### src/rtl/hilo_muldiv_ctrl_pkg.sv
// Shared types and constants for the HI/LO multiply/divide controller.
package hilo_muldiv_ctrl_pkg;

  localparam int unsigned Data_Bus = 32;
  localparam int unsigned Prod_W   = 2 * Data_Bus;
  localparam logic [Data_Bus-1:0] Zero_Word = '0;

  typedef enum logic [2:0] {
    OP_NONE  = 3'd0,
    OP_MULT  = 3'd1,
    OP_MULTU = 3'd2,
    OP_DIV   = 3'd3,
    OP_DIVU  = 3'd4,
    OP_MTHI  = 3'd5,
    OP_MTLO  = 3'd6
  } muldiv_op_t;

  typedef enum logic [1:0] {
    IDLE = 2'd0,
    MUL  = 2'd1,
    DIV  = 2'd2
  } muldiv_state_t;

  // Ops that hold the pipeline until a result commits
  function automatic logic is_long_op(input muldiv_op_t op);
    return (op == OP_MULT) || (op == OP_MULTU) || (op == OP_DIV) || (op == OP_DIVU);
  endfunction

endpackage

### src/rtl/hilo_muldiv_ctrl_mul_unit.sv
// Multi-cycle multiplier: latches operands on start, counts MUL_CYCLES, flags the commit cycle.
module hilo_muldiv_ctrl_mul_unit
  import hilo_muldiv_ctrl_pkg::*;
#(
  parameter int unsigned MUL_CYCLES = 2
) (
  input  logic                clk,
  input  logic                rst,
  input  logic                start,
  input  logic                active,
  input  logic                is_signed,
  input  logic [Data_Bus-1:0] a,
  input  logic [Data_Bus-1:0] b,
  output logic                done_c,
  output logic [Prod_W-1:0]   prod_c
);

  localparam int unsigned CNT_W = 4;

  logic [CNT_W-1:0]    cnt;
  logic [Data_Bus-1:0] a_q;
  logic [Data_Bus-1:0] b_q;
  logic                sign_q;
  logic [Prod_W-1:0]   a_ext;
  logic [Prod_W-1:0]   b_ext;

  // Operand capture and cycle counter
  always_ff @(posedge clk) begin
    if (rst) begin
      a_q    <= Zero_Word;
      b_q    <= Zero_Word;
      sign_q <= 1'b0;
      cnt    <= '0;
    end else if (start) begin
      a_q    <= a;
      b_q    <= b;
      sign_q <= is_signed;
      cnt    <= '0;
    end else if (active) begin
      cnt <= cnt + CNT_W'(1);
    end
  end

  // Product of the held operands; allowed to settle over several cycles
  always_comb begin
    a_ext  = {{Data_Bus{sign_q & a_q[Data_Bus-1]}}, a_q};
    b_ext  = {{Data_Bus{sign_q & b_q[Data_Bus-1]}}, b_q};
    prod_c = a_ext * b_ext;
    done_c = active && (cnt == CNT_W'(MUL_CYCLES - 1));
  end

endmodule

### src/rtl/hilo_muldiv_ctrl.sv
// EX-stage multiply/divide control and owner of the architectural HI/LO registers.
module hilo_muldiv_ctrl
  import hilo_muldiv_ctrl_pkg::*;
#(
  parameter int unsigned MUL_CYCLES  = 2,
  parameter int unsigned DIV_TIMEOUT = 64
) (
  input  logic                clk,
  input  logic                rst,
  input  logic                op_valid,
  input  muldiv_op_t          op,
  input  logic [Data_Bus-1:0] op_a,
  input  logic [Data_Bus-1:0] op_b,
  input  logic                flush,
  output logic                stall_o,
  output logic                div_start,
  output logic                div_signed,
  output logic [Data_Bus-1:0] div_src1,
  output logic [Data_Bus-1:0] div_src2,
  input  logic [Data_Bus-1:0] div_hi,
  input  logic [Data_Bus-1:0] div_lo,
  input  logic                div_finish,
  output logic [Data_Bus-1:0] hi_o,
  output logic [Data_Bus-1:0] lo_o,
  output logic                busy_o
);

  localparam int unsigned DIV_CNT_W = $clog2(DIV_TIMEOUT + 1);

  muldiv_state_t        state;
  muldiv_state_t        state_d;
  logic [DIV_CNT_W-1:0] div_cnt;
  logic                 mul_start;
  logic                 mul_done_c;
  logic [Prod_W-1:0]    mul_prod_c;
  logic                 div_load;
  logic                 div_stop;
  logic                 div_timeout;
  logic                 hi_we;
  logic                 lo_we;
  logic [Data_Bus-1:0]  hi_d;
  logic [Data_Bus-1:0]  lo_d;

  hilo_muldiv_ctrl_mul_unit #(
    .MUL_CYCLES(MUL_CYCLES)
  ) u_mul (
    .clk       (clk),
    .rst       (rst),
    .start     (mul_start),
    .active    (state == MUL),
    .is_signed (op == OP_MULT),
    .a         (op_a),
    .b         (op_b),
    .done_c    (mul_done_c),
    .prod_c    (mul_prod_c)
  );

  assign busy_o      = (state != IDLE);
  assign div_timeout = (state == DIV) && !div_finish &&
                       (div_cnt == DIV_CNT_W'(DIV_TIMEOUT - 1));

  // State register
  always_ff @(posedge clk) begin
    if (rst) state <= IDLE;
    else     state <= state_d;
  end

  // Next state, stall and HI/LO write decisions; flush overrides everything but reset
  always_comb begin
    state_d   = state;
    stall_o   = 1'b0;
    mul_start = 1'b0;
    div_load  = 1'b0;
    div_stop  = 1'b0;
    hi_we     = 1'b0;
    lo_we     = 1'b0;
    hi_d      = hi_o;
    lo_d      = lo_o;
    unique case (state)
      IDLE: begin
        if (op_valid && !flush) begin
          stall_o = is_long_op(op);
          case (op)
            OP_MULT, OP_MULTU: begin
              mul_start = 1'b1;
              state_d   = MUL;
            end
            OP_DIV, OP_DIVU: begin
              div_load = 1'b1;
              state_d  = DIV;
            end
            OP_MTHI: begin
              hi_we = 1'b1;
              hi_d  = op_a;
            end
            OP_MTLO: begin
              lo_we = 1'b1;
              lo_d  = op_a;
            end
            default: ;
          endcase
        end
      end
      MUL: begin
        stall_o = !mul_done_c;
        if (mul_done_c) begin
          hi_we   = 1'b1;
          lo_we   = 1'b1;
          hi_d    = mul_prod_c[Prod_W-1:Data_Bus];
          lo_d    = mul_prod_c[Data_Bus-1:0];
          state_d = IDLE;
        end
      end
      DIV: begin
        stall_o = !div_finish;
        if (div_finish) begin
          hi_we    = 1'b1;
          lo_we    = 1'b1;
          hi_d     = div_hi;
          lo_d     = div_lo;
          div_stop = 1'b1;
          state_d  = IDLE;
        end else if (div_timeout) begin
          div_stop = 1'b1;
          state_d  = IDLE;
        end
      end
      default: state_d = IDLE;
    endcase
    if (flush) begin
      state_d   = IDLE;
      mul_start = 1'b0;
      div_load  = 1'b0;
      div_stop  = 1'b1;
      hi_we     = 1'b0;
      lo_we     = 1'b0;
    end
  end

  // Architectural HI/LO registers
  always_ff @(posedge clk) begin
    if (rst) begin
      hi_o <= Zero_Word;
      lo_o <= Zero_Word;
    end else begin
      if (hi_we) hi_o <= hi_d;
      if (lo_we) lo_o <= lo_d;
    end
  end

  // Divider handshake: operands held stable while div_start is high
  always_ff @(posedge clk) begin
    if (rst) begin
      div_start  <= 1'b0;
      div_signed <= 1'b0;
      div_src1   <= Zero_Word;
      div_src2   <= Zero_Word;
    end else if (div_load) begin
      div_start  <= 1'b1;
      div_signed <= (op == OP_DIV);
      div_src1   <= op_a;
      div_src2   <= op_b;
    end else if (div_stop) begin
      div_start  <= 1'b0;
    end
  end

  // Cycles spent waiting on the divider, for the lost-finish guard
  always_ff @(posedge clk) begin
    if (rst)                div_cnt <= '0;
    else if (div_load)      div_cnt <= '0;
    else if (state == DIV)  div_cnt <= div_cnt + DIV_CNT_W'(1);
  end

endmodule

### config.mk
export PLATFORM = sky130hd
export DESIGN_NAME = hilo_muldiv_ctrl
export DESIGN_NICKNAME = d
export VERILOG_FILES = /design/src/rtl/hilo_muldiv_ctrl_pkg.sv /design/src/rtl/hilo_muldiv_ctrl_mul_unit.sv /design/src/rtl/hilo_muldiv_ctrl.sv
export SDC_FILE = /design/constraint.sdc
export NUM_CORES = 2
export LEC_CHECK = 0
export CAP_MARGIN = 20
export CORE_MARGIN = 3
export CORE_UTILIZATION = 60
export CTS_CLUSTER_SIZE = 40
export DETAILED_ROUTE_END_ITERATION = 8
export DONT_BUFFER_PORTS = 1
export GPL_ROUTABILITY_DRIVEN = 0
export GPL_TIMING_DRIVEN = 0
export PLACE_DENSITY = 0.76
export SLEW_MARGIN = 20
export SYNTH_ARGS = -nofsm -noshare
export SYNTH_HDL_FRONTEND = slang
export SYNTH_SLANG_ARGS = --single-unit
### constraint.sdc
create_clock -name clk -period 16.9 [get_ports clk]
set_input_delay 3.38 -clock clk [delete_from_list [all_inputs] [get_ports clk]]
set_output_delay 3.38 -clock clk [all_outputs]
set_load 0.02 [all_outputs]
==> results.yml <==
floorplanning:
  die_y_um: 285
  pin_count: 268
  die_area_um2: 81300
  num_rows: 101
  die_w_um: 285
  core_um2: 76600
  initial_utilization: 0.610
routing:
  drt_wl_total_mm: 167
  first_iter_violations: 4878
  drt.antenna.violating_nets: 0
  detail_route.vias_per_cell: 6.08
  num_vias: 39144
  drc: 36
  post_drt_wl_per_cell_um: 25.9
  first_pass_iters: 9
global_routing:
  top_usage_layer: "met2"
  grt_pass1_wl_mm: 252
  antenna_found_initial: 12
  grt_pass1_vias: 40895
  grtUsageMet2: 0.600
  track_usage: 0.420
  grt_max_degree: 25
  grt-ovfl-total: 0
  use_met3: 0.169
  grtUsageMet1: 0.524
setup_path:
  worstSetupStartpointType: "flop"
  path_class: "flop to flop"
  arrival_ns: 10.78
  cp_top_family: "adder cells"
  crit_buf_inv: 9
  path_common_cell: "fa_1"
  cp_max_fo: 10
  cp.required_ns: 17.31
  end_kind: "flop"
  cp_slowest_cell: "fa_1"
  cpPeakStageDelay_ns: 0.98
cts:
  post_cts.repair.setup_buffers: 0
  numCtsBuffers: 21
  root_buffer: "clkbuf_16"
  clkTransAtPathRegs_ns: 0.07
  cts_hold_buf: 0
  clk_path_buf_depth: 3
  cts_tree: "yes"
  clock-sinks: 208
  cts_max_level: 1
  insertion_delay_ns: 0.53
  cts.repair.resized: 0
sta:
  setup_violations: 0
  period_minus_slack_ns: 10.37
  rsz0062_at_grt: "no"
  finalMaxSlewViolations: 0
  fin_ws_ns: 6.53
  worstMarginPinSlew_ns: 1.15
  skew_ns: 0.0330
  max-slew-margin-rel: 0.236
  fin_tns_setup_ns: 0
  max_freq_mhz: 96.4
  whs_ns: 0.524
  hold_violations: 0
  finalCritPeriodShare: 0.614
place:
  placed_area_um2: 48000
  dpl.cell_count: 6390
  place_hpwl_mm: 141
  dp_slack_ns: 6.79
  numPortBuffers: 0
synthesis:
  synth_ff_type: "dfxtp_1"
  synth_warnings: 0
  yosys-top-cells-area: "fa_1 (48%), inv_1 (9.1%), dfxtp_1 (8.9%)"
  synth_top_area_frac: 0.482
  ys_types: 71
  synth_area_um2: 46700
  syn_area_per_cell_um2: 8.72
  syn-num-nets: 6839
  synth_edf_count: 0
  async_flop_share: 0
  ys_ff_latch: 208
  synth_cells: 5359
  synth_top_cell_by_area: "fa_1"
  yosysSeqAreaShare: 0.0891
finish:
  num-fill-cells: 6633
  area_growth_pct: 4.62
  drive_above_1_share: 0.0122
  utilization: 0.638
  fin_area_um2: 48900
  fin_cells: 6443
  finish.net_count: 6863
pwr:
  p_leak_nw: 22.9
  p_per_area_nw_per_um2: 25.3
  power_mw: 1.24
  ir_drop_v: 0.0000691
job:
  cap_violations: 0
worst_hold_path:
  hold_path.class: "flop to flop"
run_status:
  status: "finished, violations left"
  violations: "design-rule violations"
final cells by class:
cell class / instances / area, um^2 / share of cell area
multi-input cells: 3678 / 37000 / 0.758
inverters: 1139 / 4280 / 0.0875
flip-flops and latches: 208 / 4160 / 0.0852
well taps: 1030 / 1290 / 0.0264
plain buffers: 334 / 1260 / 0.0258
clock buffers: 23 / 543 / 0.0111
clock inverters: 15 / 273 / 0.00558
diodes: 15 / 37.5 / 0.000768
repair buffers: 1 / 7.51 / 0.000154
final timing paths:
check | slack [ns] | start | endpoint | cells past startpoint
setup / recovery | 6.53 | u_mul.a_q[31] | hi_o[27] | 29
setup reg to reg | 6.53 | u_mul.a_q[31] | hi_o[27] | 29
hold reg to reg | 0.52 | div_cnt[5] | div_cnt[5] | 2
hold / removal | 0.52 | div_cnt[5] | div_cnt[5] | 2
power breakdown:
| group | leakage (nW) | internal [mW] | switching, mW |
|---|---|---|---|
| combinational | 20.8 | 0.0361 | 0.120 |
| sequential | 1.68 | 0.499 | 0.0241 |
| clock | 0.394 | 0.343 | 0.215 |
| total | 22.9 | 0.878 | 0.359 |
routing by layer:
layer  routed length (um)  up-vias
met5                  127        -
met3                26300      827
met4                15600        6
met1                56800    19288
met2                68300     3118
li1                     -    15905
sequential cells by signal, summed over array words and instances, names as in the netlist:
signal / flops
div_src2: 32
div_start: 1
hi_o: 32
u_mul.sign_q: 1
u_mul.b_q: 32
u_mul.a_q: 32
div_src1: 32
state: 2
lo_o: 32
u_mul.cnt: 4
div_signed: 1
div_cnt: 7
logic make-up after synthesis:
logic type,after synthesis,synth area share
and+or+nand+nor,1739,0.167
buffers and inverters,1473,0.118
adders and majority gates,1344,0.541
AOI/OAI and AO/OA,509,0.0688
DFF,208,0.0891
xor gates and xnor gates,79,0.0148
muxes,7,0.00153
synth_stat cells, drive strengths merged (20+ instances only):
library cell and number:
a21oi 260, nand4 20, nand2 1069, ha 219
and3 25, xor2 24, o21ai 53, inv 1139
dfxtp 208, clkbuf 326, nand3 26, nor3 31
nor2 150, a21o 31, and2 352, fa 1125
xnor2 55
cells in the final DEF (no fill, tap or decap), drive strengths merged, types with 10 or more instances in the layout:
| master | synthesis | final |
|---|---|---|
| inv | 1139 | 1142 |
| fa | 1125 | 1125 |
| nand2 | 1069 | 1069 |
| and2 | 352 | 352 |
| clkbuf | 326 | 349 |
| a21oi | 260 | 260 |
| ha | 219 | 219 |
| dfxtp | 208 | 208 |
| nor2 | 150 | 150 |
| xnor2 | 55 | 55 |
| o21ai | 53 | 53 |
| a21o | 31 | 31 |
| nor3 | 31 | 31 |
| nand3 | 26 | 26 |
| and3 | 25 | 25 |
| xor2 | 24 | 24 |
| nand4 | 20 | 20 |
| diode | 0 | 15 |
| o32ai | 15 | 15 |
| a221o | 14 | 14 |
| o21a | 13 | 13 |
| o21bai | 13 | 13 |
| nor2b | 12 | 12 |
| a311oi | 12 | 12 |
| nand2b | 11 | 11 |
| a211oi | 11 | 11 |
| o41ai | 11 | 11 |
| a221oi | 11 | 11 |
| nand3b | 10 | 10 |
| or3 | 10 | 10 |
tightest hold or removal path, delay by kind of cell (launching register included):
family	cells	cell delay (ns)
xor gates and xnor gates	1	0.08
DFF	1	0.34
and+or+nand+nor	1	0.07
Note: power is estimated with default switching activity, not from simulation.
